==> config.mk <==
export PLATFORM = sky130hd
export DESIGN_NAME = msdap_da_accum_mc_flat
export DESIGN_NICKNAME = d
export VERILOG_FILES = /design/src/rtl/msdap_da_accum_mc_if.sv /design/src/rtl/msdap_da_accum_mc.sv /design/src/flat_wrapper.sv
export SDC_FILE = /design/constraint.sdc
export NUM_CORES = 1
export LEC_CHECK = 0
export CAP_MARGIN = 30
export CORE_MARGIN = 5
export CORE_UTILIZATION = 23
export DETAILED_ROUTE_END_ITERATION = 10
export PLACE_DENSITY = 0.36
export SLEW_MARGIN = 30
export SYNTH_ARGS = -nofsm -noshare
export SYNTH_HDL_FRONTEND = slang
export SYNTH_SLANG_ARGS = --single-unit
export TNS_END_PERCENT = 1
==> constraint.sdc <==
create_clock -name clk -period 6.75 [get_ports clk]
set_clock_uncertainty 0.2 [all_clocks]
set_input_delay 2.025 -clock clk [delete_from_list [all_inputs] [get_ports clk]]
set_output_delay 2.025 -clock clk [all_outputs]
set_load 0.02 [all_outputs]
==> src/rtl/msdap_da_accum_mc_if.sv <==
// Handshake and data bundle between the fetch unit, the DA accumulator and the output serializer.
// The master side drives requests and terms; the slave side is the accumulator itself.
interface msdap_da_accum_mc_if #(
    parameter int DATA_W = 16,
    parameter int ACC_W  = 40,
    parameter int LEN_W  = 10,
    parameter int CH_W   = 1
);
    logic              start;
    logic [CH_W-1:0]   start_ch;
    logic              busy;
    logic              grp_req;
    logic [LEN_W-1:0]  grp_len;
    logic [4:0]        rj_idx;
    logic              term_valid;
    logic              term_ready;
    logic [DATA_W-1:0] term_data;
    logic              term_sign;
    logic              result_valid;
    logic              result_ready;
    logic [ACC_W-1:0]  result_data;
    logic [CH_W-1:0]   result_ch;
    logic              result_ovf;

    modport master (
        output start, start_ch, grp_len, term_valid, term_data, term_sign, result_ready,
        input  busy, grp_req, rj_idx, term_ready, result_valid, result_data, result_ch, result_ovf
    );

    modport slave (
        input  start, start_ch, grp_len, term_valid, term_data, term_sign, result_ready,
        output busy, grp_req, rj_idx, term_ready, result_valid, result_data, result_ch, result_ovf
    );
endinterface

==> src/rtl/msdap_da_accum_mc.sv <==
// Multi-channel distributed-arithmetic y(n) engine: per group, sum sign-weighted terms into u,
// then fold u into the running total and halve it; the channel tag travels with the sample.
module msdap_da_accum_mc #(
    parameter int DATA_W  = 16,
    parameter int GUARD_W = 8,
    parameter int ACC_W   = 40,
    parameter int RJ_NUM  = 16,
    parameter int LEN_W   = 10,
    parameter int CH_W    = 1,
    parameter int SAT_EN  = 0
) (
    input logic clk,
    input logic reset,
    msdap_da_accum_mc_if.slave bus
);
    localparam int SH_W   = ACC_W - DATA_W - GUARD_W;
    localparam int TERM_W = DATA_W + GUARD_W;
    localparam logic [4:0] LAST = 5'(RJ_NUM - 1);

    typedef enum logic [2:0] {IDLE, GRP, ACCUM, SHIFT, OUT} state_t;

    state_t                   state, state_nx;
    logic signed [ACC_W-1:0]  u_p0;
    logic signed [ACC_W-1:0]  acc_p1;
    logic [LEN_W-1:0]         len_p0;
    logic [LEN_W-1:0]         cnt_p0;
    logic [4:0]               rj_idx_r;
    logic [CH_W-1:0]          ch_r;
    logic                     ovf_r;

    logic signed [ACC_W-1:0]  term_p0;
    logic signed [ACC_W-1:0]  u_sum;
    logic signed [ACC_W-1:0]  acc_sum;
    logic                     u_ovf;
    logic                     acc_ovf;
    logic                     grp_req_c, term_ready_c, busy_c, result_valid_c;

    function automatic logic signed [ACC_W-1:0] form_term(input logic [DATA_W-1:0] d,
                                                          input logic neg);
        logic signed [DATA_W-1:0] ds;
        logic signed [TERM_W-1:0] ext;
        ds  = d;
        ext = TERM_W'(ds);
        if (neg)
            ext = -ext;
        return {ext, {SH_W{1'b0}}};
    endfunction

    // Returns {overflow, sum}; with saturation enabled the sum clamps to the signed rail.
    function automatic logic [ACC_W:0] add_sat(input logic signed [ACC_W-1:0] a,
                                               input logic signed [ACC_W-1:0] b);
        logic signed [ACC_W-1:0] s;
        logic                    ovf;
        s   = a + b;
        ovf = (a[ACC_W-1] == b[ACC_W-1]) && (s[ACC_W-1] != a[ACC_W-1]);
        if (ovf && SAT_EN != 0)
            s = a[ACC_W-1] ? {1'b1, {(ACC_W-1){1'b0}}} : {1'b0, {(ACC_W-1){1'b1}}};
        return {ovf, s};
    endfunction

    assign term_p0            = form_term(bus.term_data, bus.term_sign);
    assign {u_ovf, u_sum}     = add_sat(u_p0, term_p0);
    assign {acc_ovf, acc_sum} = add_sat(acc_p1, u_p0);

    always_ff @(posedge clk or negedge reset) begin
        if (!reset)
            state <= IDLE;
        else
            state <= state_nx;
    end

    always_comb begin
        state_nx       = state;
        grp_req_c      = 1'b0;
        term_ready_c   = 1'b0;
        busy_c         = 1'b1;
        result_valid_c = 1'b0;
        case (state)
            IDLE: begin
                busy_c = 1'b0;
                if (bus.start)
                    state_nx = GRP;
            end
            GRP: begin
                grp_req_c = 1'b1;
                state_nx  = (bus.grp_len == '0) ? SHIFT : ACCUM;
            end
            ACCUM: begin
                term_ready_c = 1'b1;
                if (bus.term_valid && cnt_p0 == len_p0 - LEN_W'(1))
                    state_nx = SHIFT;
            end
            SHIFT: state_nx = (rj_idx_r == LAST) ? OUT : GRP;
            OUT: begin
                result_valid_c = 1'b1;
                if (bus.result_ready)
                    state_nx = IDLE;
            end
            default: state_nx = IDLE;
        endcase
    end

    always_ff @(posedge clk or negedge reset) begin
        if (!reset) begin
            u_p0     <= '0;
            acc_p1   <= '0;
            len_p0   <= '0;
            cnt_p0   <= '0;
            rj_idx_r <= '0;
            ch_r     <= '0;
            ovf_r    <= 1'b0;
        end else begin
            case (state)
                IDLE: if (bus.start) begin
                    ch_r     <= bus.start_ch;
                    u_p0     <= '0;
                    acc_p1   <= '0;
                    rj_idx_r <= '0;
                    ovf_r    <= 1'b0;
                end
                GRP: begin
                    len_p0 <= bus.grp_len;
                    cnt_p0 <= '0;
                end
                // term stage: u_p0 collects the group's sign-weighted terms
                ACCUM: if (bus.term_valid) begin
                    u_p0   <= u_sum;
                    cnt_p0 <= cnt_p0 + LEN_W'(1);
                    if (u_ovf)
                        ovf_r <= 1'b1;
                end
                // group stage: fold u into the total and halve it
                SHIFT: begin
                    acc_p1 <= acc_sum >>> 1;
                    u_p0   <= '0;
                    if (rj_idx_r != LAST)
                        rj_idx_r <= rj_idx_r + 5'd1;
                    if (acc_ovf)
                        ovf_r <= 1'b1;
                end
                default: ;
            endcase
        end
    end

    assign bus.busy         = busy_c;
    assign bus.grp_req      = grp_req_c;
    assign bus.rj_idx       = rj_idx_r;
    assign bus.term_ready   = term_ready_c;
    assign bus.result_valid = result_valid_c;
    assign bus.result_data  = acc_p1;
    assign bus.result_ch    = ch_r;
    assign bus.result_ovf   = ovf_r;
endmodule

==> src/flat_wrapper.sv <==
// flat-port wrapper written by rule: the top's interface ports become plain ports
module msdap_da_accum_mc_flat 
#(
    parameter int DATA_W  = 16,
    parameter int GUARD_W = 8,
    parameter int ACC_W   = 40,
    parameter int RJ_NUM  = 16,
    parameter int LEN_W   = 10,
    parameter int CH_W    = 1,
    parameter int SAT_EN  = 0
)
  (clk, reset, bus_start, bus_start_ch, bus_grp_len, bus_term_valid, bus_term_data, bus_term_sign, bus_result_ready, bus_busy, bus_grp_req, bus_rj_idx, bus_term_ready, bus_result_valid, bus_result_data, bus_result_ch, bus_result_ovf);
  msdap_da_accum_mc_if #(.DATA_W(DATA_W), .ACC_W(ACC_W), .LEN_W(LEN_W), .CH_W(CH_W)) bus_i ();
  input logic clk;
  input logic reset;
  input wire logic [$bits(bus_i.start)-1:0] bus_start;
  input wire logic [$bits(bus_i.start_ch)-1:0] bus_start_ch;
  input wire logic [$bits(bus_i.grp_len)-1:0] bus_grp_len;
  input wire logic [$bits(bus_i.term_valid)-1:0] bus_term_valid;
  input wire logic [$bits(bus_i.term_data)-1:0] bus_term_data;
  input wire logic [$bits(bus_i.term_sign)-1:0] bus_term_sign;
  input wire logic [$bits(bus_i.result_ready)-1:0] bus_result_ready;
  output wire logic [$bits(bus_i.busy)-1:0] bus_busy;
  output wire logic [$bits(bus_i.grp_req)-1:0] bus_grp_req;
  output wire logic [$bits(bus_i.rj_idx)-1:0] bus_rj_idx;
  output wire logic [$bits(bus_i.term_ready)-1:0] bus_term_ready;
  output wire logic [$bits(bus_i.result_valid)-1:0] bus_result_valid;
  output wire logic [$bits(bus_i.result_data)-1:0] bus_result_data;
  output wire logic [$bits(bus_i.result_ch)-1:0] bus_result_ch;
  output wire logic [$bits(bus_i.result_ovf)-1:0] bus_result_ovf;
  assign bus_i.start = bus_start;
  assign bus_i.start_ch = bus_start_ch;
  assign bus_i.grp_len = bus_grp_len;
  assign bus_i.term_valid = bus_term_valid;
  assign bus_i.term_data = bus_term_data;
  assign bus_i.term_sign = bus_term_sign;
  assign bus_i.result_ready = bus_result_ready;
  assign bus_busy = bus_i.busy;
  assign bus_grp_req = bus_i.grp_req;
  assign bus_rj_idx = bus_i.rj_idx;
  assign bus_term_ready = bus_i.term_ready;
  assign bus_result_valid = bus_i.result_valid;
  assign bus_result_data = bus_i.result_data;
  assign bus_result_ch = bus_i.result_ch;
  assign bus_result_ovf = bus_i.result_ovf;
  msdap_da_accum_mc #(.DATA_W(DATA_W), .GUARD_W(GUARD_W), .ACC_W(ACC_W), .RJ_NUM(RJ_NUM), .LEN_W(LEN_W), .CH_W(CH_W), .SAT_EN(SAT_EN)) u_core (.clk(clk), .reset(reset), .bus(bus_i));
endmodule
# --- After elaboration in Yosys (flattened, before gate mapping) ---
# Index checks and enable logic that the tools add are counted.
totals:
  out_inout_bits: 51
  regBits: 110
  wordCells: 72
classes:
  n_eq_ne: 18
  add_sub_neg: 6
  mux: 25
  n_reduce_logical: 15
ops:
  columns: ["op", "n"]
  rows:
  - ["$pmux W40 S3", 1]
  - ["$add A40 B40 Y40", 2]
  - ["$mux W40", 2]
  - ["$pmux W40 S2", 1]
  - ["$mux W24", 1]
  - ["$neg A16 Y24", 1]
  - ["$pmux W10 S2", 1]
  - ["$pmux W3 S5", 1]
  - ["$mux W3", 4]
  - ["$add A10 B1 Y10 const B", 1]
  - ["$eq A10 B10 Y1", 1]
  - ["$logic_not A10 Y1", 1]
  - ["$mux W10", 1]
  - ["$mux W5", 2]
  - ["$pmux W5 S2", 1]
  - ["$sub A10 B1 Y10 const B", 1]
  - ["$mux W1", 9]
  - ["$reduce_and A3 Y1", 3]
  - ["$ne A2 B1 Y1 const B", 4]
  - ["$eq A3 B2 Y1 const B", 2]
  - ["$ne A2 B2 Y1 const B", 3]
  - ["$reduce_and A2 Y1", 3]
  - ["$add A5 B1 Y5 const B", 1]
  - ["$eq A5 B4 Y1 const B", 1]
  - ["11 further kinds", 16]

# --- Longest topological paths before layout ---
logic_depth:
  ltp_word: 8
  depth_mapped: 17
  ltp_nobuf: 16

# --- Worst setup path before layout ---
# OpenSTA, ideal clock, no wires.
synth_timing:
  path_kind: "input to register"
  startpoint: "in bus_term_data[7]"
  endpoint: "reg u_core.u_p0[39]"
  required_ns: 6.474
  stages: 16
  n_path_buf: 1
  path_slack_ns: 0.550
  arrival_time_ns: 5.924
  cell_sequence: "nor4_1 -> inv_1 -> or3_4 -> or4_4 -> o311ai_0 -> nand2_1 -> ha_1 -> clkbuf_1 -> a21o_1 -> a211o_1 -> a2111oi_0 -> o32ai_1 -> a21o_1 -> xnor2_1 -> or3_1 -> o21ai_1"
synth_between:
  elab_chain_len: 5
synth_lines:
  columns: ["item", "line_no", "rtl"]
  rows:
  - ["from (decl)", "flat_wrapper.sv:20", "input wire logic [$bits(bus_i.term_data)-1:0] bus_term_data;"]
  - ["$neg A16 Y24", "msdap_da_accum_mc.sv:45", "ext = -ext;"]
  - ["$mux W24 *", "msdap_da_accum_mc.sv:44", "if (neg)"]
  - ["$add A40 B40 Y40 *", "msdap_da_accum_mc.sv:54", "s = a + b;"]
  - ["$mux W40 *", "msdap_da_accum_mc.sv:126", "ACCUM: if (bus.term_valid) begin"]
  - ["$pmux W40 S3 *", "msdap_da_accum_mc.sv:113", "case (state)"]
  - ["to (signal assigned)", "msdap_da_accum_mc.sv:127", "u_p0 <= u_sum;"]
  - ["to (decl)", "msdap_da_accum_mc.sv:23", "logic signed [ACC_W-1:0] u_p0;"]
# Mark *: on every way between the ends. The rest lies on a longest branch, timed or not. The select of a mux whose other input is x is not followed.
# A chain may end at the register's enable or synchronous reset.

# --- Final worst setup path ---
layout_timing:
  startpoint: "in bus_term_data[8]"
  endpoint: "reg u_core.u_p0[39]"
# Same word-level chain as after synthesis.

==> summary.md <==
| Metric | Value |
|---|---|
| Setup WS post-layout | `387 ps` |
| Share of flip-flops with an asynchronous set or reset | `100%` |
| Drt via density | `4.63` |
| Mapped Cells | `742` |
| CTS H-Tree Depth | `3` |
| RSZ-0062 raised after global routing | `false` |
| Lkg Pwr | `3.52 nW` |
| Pre-CTS setup slack | `-56.6 ps` |
| Routed wire length | `18,500 um` |
| Pwr/cell area | `377 nW/um^2` |
| Fin area | `7970 sq um` |
| Seq/Total Area, Yosys | `36.7%` |
| Post-route ant nets | `0` |
| Post-CTS setup buffer count | `0` |
| Post-place instance area | `7640 sq um` |
| Drt drc | `0` |
| Post-synth EDFFs | `0` |
| Port buffer count | `83` |
| Worst Path Buf+Inv | `3` |
| Fillers | `2,910` |
| Required @ worst endpoint | `6820 ps` |
| Critical Path AT | `6440 ps` |
| Via count | `5,548` |
| Synth unique cells | `60` |
| Setup CP Type | `in2reg` |
| Status | `finished clean` |
| Slowest CP cell | `a2111oi_0` |
| Cell Chain, Critical Path | `clkdlybuf4s50_1, nor4_1, inv_1, or3_4, or4_4, o311ai_1, buf_4, nand2_1, ha_1, a21o_1, a211o_1, a2111oi_0, o32ai_1, a21o_1, xnor2_1, or3_1, o21ai_1` |
| Post-detail-place hpwl | `14,200 um` |
| Fmax | `0.157 GHz` |
| Root Buffer | `clkbuf_16` |
| Synth Flop Type | `dfrtp_1` |
| Worst Path Max Fanout | `4` |
| Final Non-Filler Cells | `1,197` |
| CTS Hold Bufs | `0` |
| Netlist Area Pre-Place | `6350 sq um` |
| Nets@finish | `905` |
| Tightest Pin Transition | `718 ps` |
| Fin crit period | `6360 ps` |
| Routability cong. | `0.792` |
| Worst hold slack | `288 ps` |
| Core area | `27,100 sq um` |
| DRT iter0 DRCs | `216` |
| All-Layer GR Usage | `12.0%` |
| CTS resizes | `0` |
| Finished Core Util | `29.4%` |
| DIE HEIGHT | `176 um` |
| Vias in the first global route | `5,602` |
| Seq cells post-synth | `93` |
| Rows | `60` |
| Largest net degree at the start of global routing | `62` |
| Relative slew margins | `52.1%` |
| CP peak stage delay | `480 ps` |
| Remaining Overflow, GRT | `0` |
| Fin. Hold Viols | `0` |
| First-pass detailed-route iteration total | `4` |
| Dpl cells | `1,181` |
| Syn Nets | `827` |
| Share of layout cells above drive strength 1 | `5.45%` |
| Worst vdd ir | `0.138 mV` |
| Initial Utilization | `23.4%` |
| Tightest Hold Check Type | `reg2reg` |
| N_diodes | `0` |
| Syn Area/Cell | `8.55 sq um` |
| Initial antenna violation count | `0` |
| First-pass GRT wire length | `29,900 um` |
| Setup violators final | `0` |
| Crit share post-route | `94.3%` |
| Setup TNS | `0 ps` |
| Slew Viols, Final | `0` |
| Worst path top cell family by delay | `compound AO/OA/AOI/OAI gates` |
| Max-cap violations | `0` |
| Clk Latency, worst-skew pair | `350 ps` |
| CTS tree | `done` |
| Startpoint Class | `input port` |
| Crit end category | `flop` |
| # IOs | `84` |
| Clock-pin slew on the worst setup and hold paths | `80 ps` |
| Die width | `176 um` |
| Area grow syn2layout | `25.5%` |
| Synthesis Warnings | `0` |
| Total CTS buffers | `9` |
| Die area | `31,000 sq um` |
| Most used cell, CP | `a21o_1` |
| Clock Sinks | `93` |
| Wire per inst | `15.5 um` |
| Tot Pwr | `3.00 mW` |
| Clock Path Buffers | `2` |
[worst paths after layout]
kind                                      start  slack [ps]                   endpoint  cells after the start
setup / recovery               bus_term_data[8]         390            u_core.u_p0[39]                     17
setup reg to reg                u_core.u_p0[18]        3450            u_core.u_p0[34]                     10
max in group asynchronous                 reset        4010  u_core.bus.result_data[2]                      2
min in group asynchronous                 reset        1470           u_core.cnt_p0[9]                      1
hold reg to reg            u_core.bus.result_ch         290       u_core.bus.result_ch                      2
hold / removal             u_core.bus.result_ch         290       u_core.bus.result_ch                      2
[routing by layer]
metal  wire length, um  part of all wire [%]  vias up  track usage [%]
met5                 0                     0        -                0
met2              8150                    44       94             18.9
met3               540                   2.9       23             1.54
met1              9480                    51     2632             17.0
met4               349                   1.9        0             4.16
li1                  -                     -     2799                -
[layout by cell type, fill, tap and decap left out, types with 10 or more instances in the layout]
| master | Yosys | final |
|---|---|---|
| clkdlybuf4s50_1 | 0 | 82 |
| buf_4 | 3 | 12 |
| a21o_1 | 18 | 18 |
| inv_1 | 23 | 23 |
| dfrtp_1 | 93 | 93 |
| nand3_1 | 36 | 36 |
| xor2_1 | 36 | 36 |
| nand2_1 | 125 | 125 |
| nor3_1 | 12 | 12 |
| ha_1 | 51 | 51 |
| xnor2_1 | 37 | 37 |
| nor2b_1 | 10 | 10 |
| o21ai_0 | 83 | 83 |
| nor2_1 | 32 | 31 |
| a21oi_1 | 42 | 42 |
[registers in the layout, summed over array words and instances, names as in the netlist]
register,count
u_core.cnt_p0,10
u_core.len_p0,10
u_core.state,3
u_core.u_p0,24
u_core.bus.result_data,39
u_core.bus.rj_idx,5
u_core.bus.result_ovf,1
u_core.bus.result_ch,1
[cell usage after synthesis (all sizes together), types with 2 or more instances]
master,number,area [sq um]
a32o,2,20.0
a21o,18,135
nor4,6,37.5
xnor2,37,324
or2,6,37.5
o32ai,2,17.5
a21oi,42,210
o22a,2,17.5
inv,23,86.3
o21bai,2,15.0
o41ai,4,35.0
clkbuf,24,90.1
and3,6,37.5
o31ai,8,73.8
nand4,9,56.3
nand2,125,469
a311o,2,20.0
nand3,36,180
a311oi,2,17.5
nor2,32,120
buf,5,31.3
nand2b,6,37.5
ha,51,638
nor3b,2,15.0
nand3b,2,15.0
nor2b,10,62.6
or3,7,48.8
a31oi,4,25.0
xor2,36,315
o21a,2,15.0
o22ai,3,18.8
dfrtp,93,2330
nor3,12,60.1
or3b,2,17.5
o21ai,86,434
o211ai,5,37.5
a22o,4,35.0
a211o,2,17.5
and2,7,43.8
[worst reg2reg max path: cells and delay by family, from the launching register on]
family | cells | cell delay, ps
AO/OA/AOI/OAI | 6 | 1410
XOR/XNOR | 1 | 170
adder cells (fa/ha/maj) | 1 | 350
flip-flops | 1 | 430
AND/OR/NAND/NOR | 2 | 590
[power breakdown]
| group | leakage [nW] | switching, mW | internal (mW) |
|---|---|---|---|
| clock network | 0.153 | 0.239 | 0.311 |
| logic | 2.12 | 0.882 | 0.651 |
| registers | 1.24 | 0.195 | 0.724 |
| total | 3.52 | 1.32 | 1.69 |
[kinds of logic (layout without fill, tap and decap cells)]
logic type | after synthesis | in the layout | synth area share, %
XOR/XNOR | 73 | 73 | 10.1
AND/OR/NAND/NOR | 272 | 272 | 20.1
buffers and inverters | 52 | 135 | 3.27
adder cells (fa/ha/maj) | 52 | 52 | 10.4
multiplexers | 1 | 1 | 0.177
flip-flops | 93 | 93 | 36.7
AO/OA/AOI/OAI | 199 | 199 | 19.3
[cell type report]
cell class	count	area, sq um	area share, %
flip-flops and latches	93	2330	29.2
inverters	23	86.3	1.08
multi-input cells	597	3820	48.0
well taps	372	465	5.84
clock buffers	11	253	3.17
repair buffers	96	950	11.9
clock inverters	5	63.8	0.801
Power figures use the tool's default switching activity.
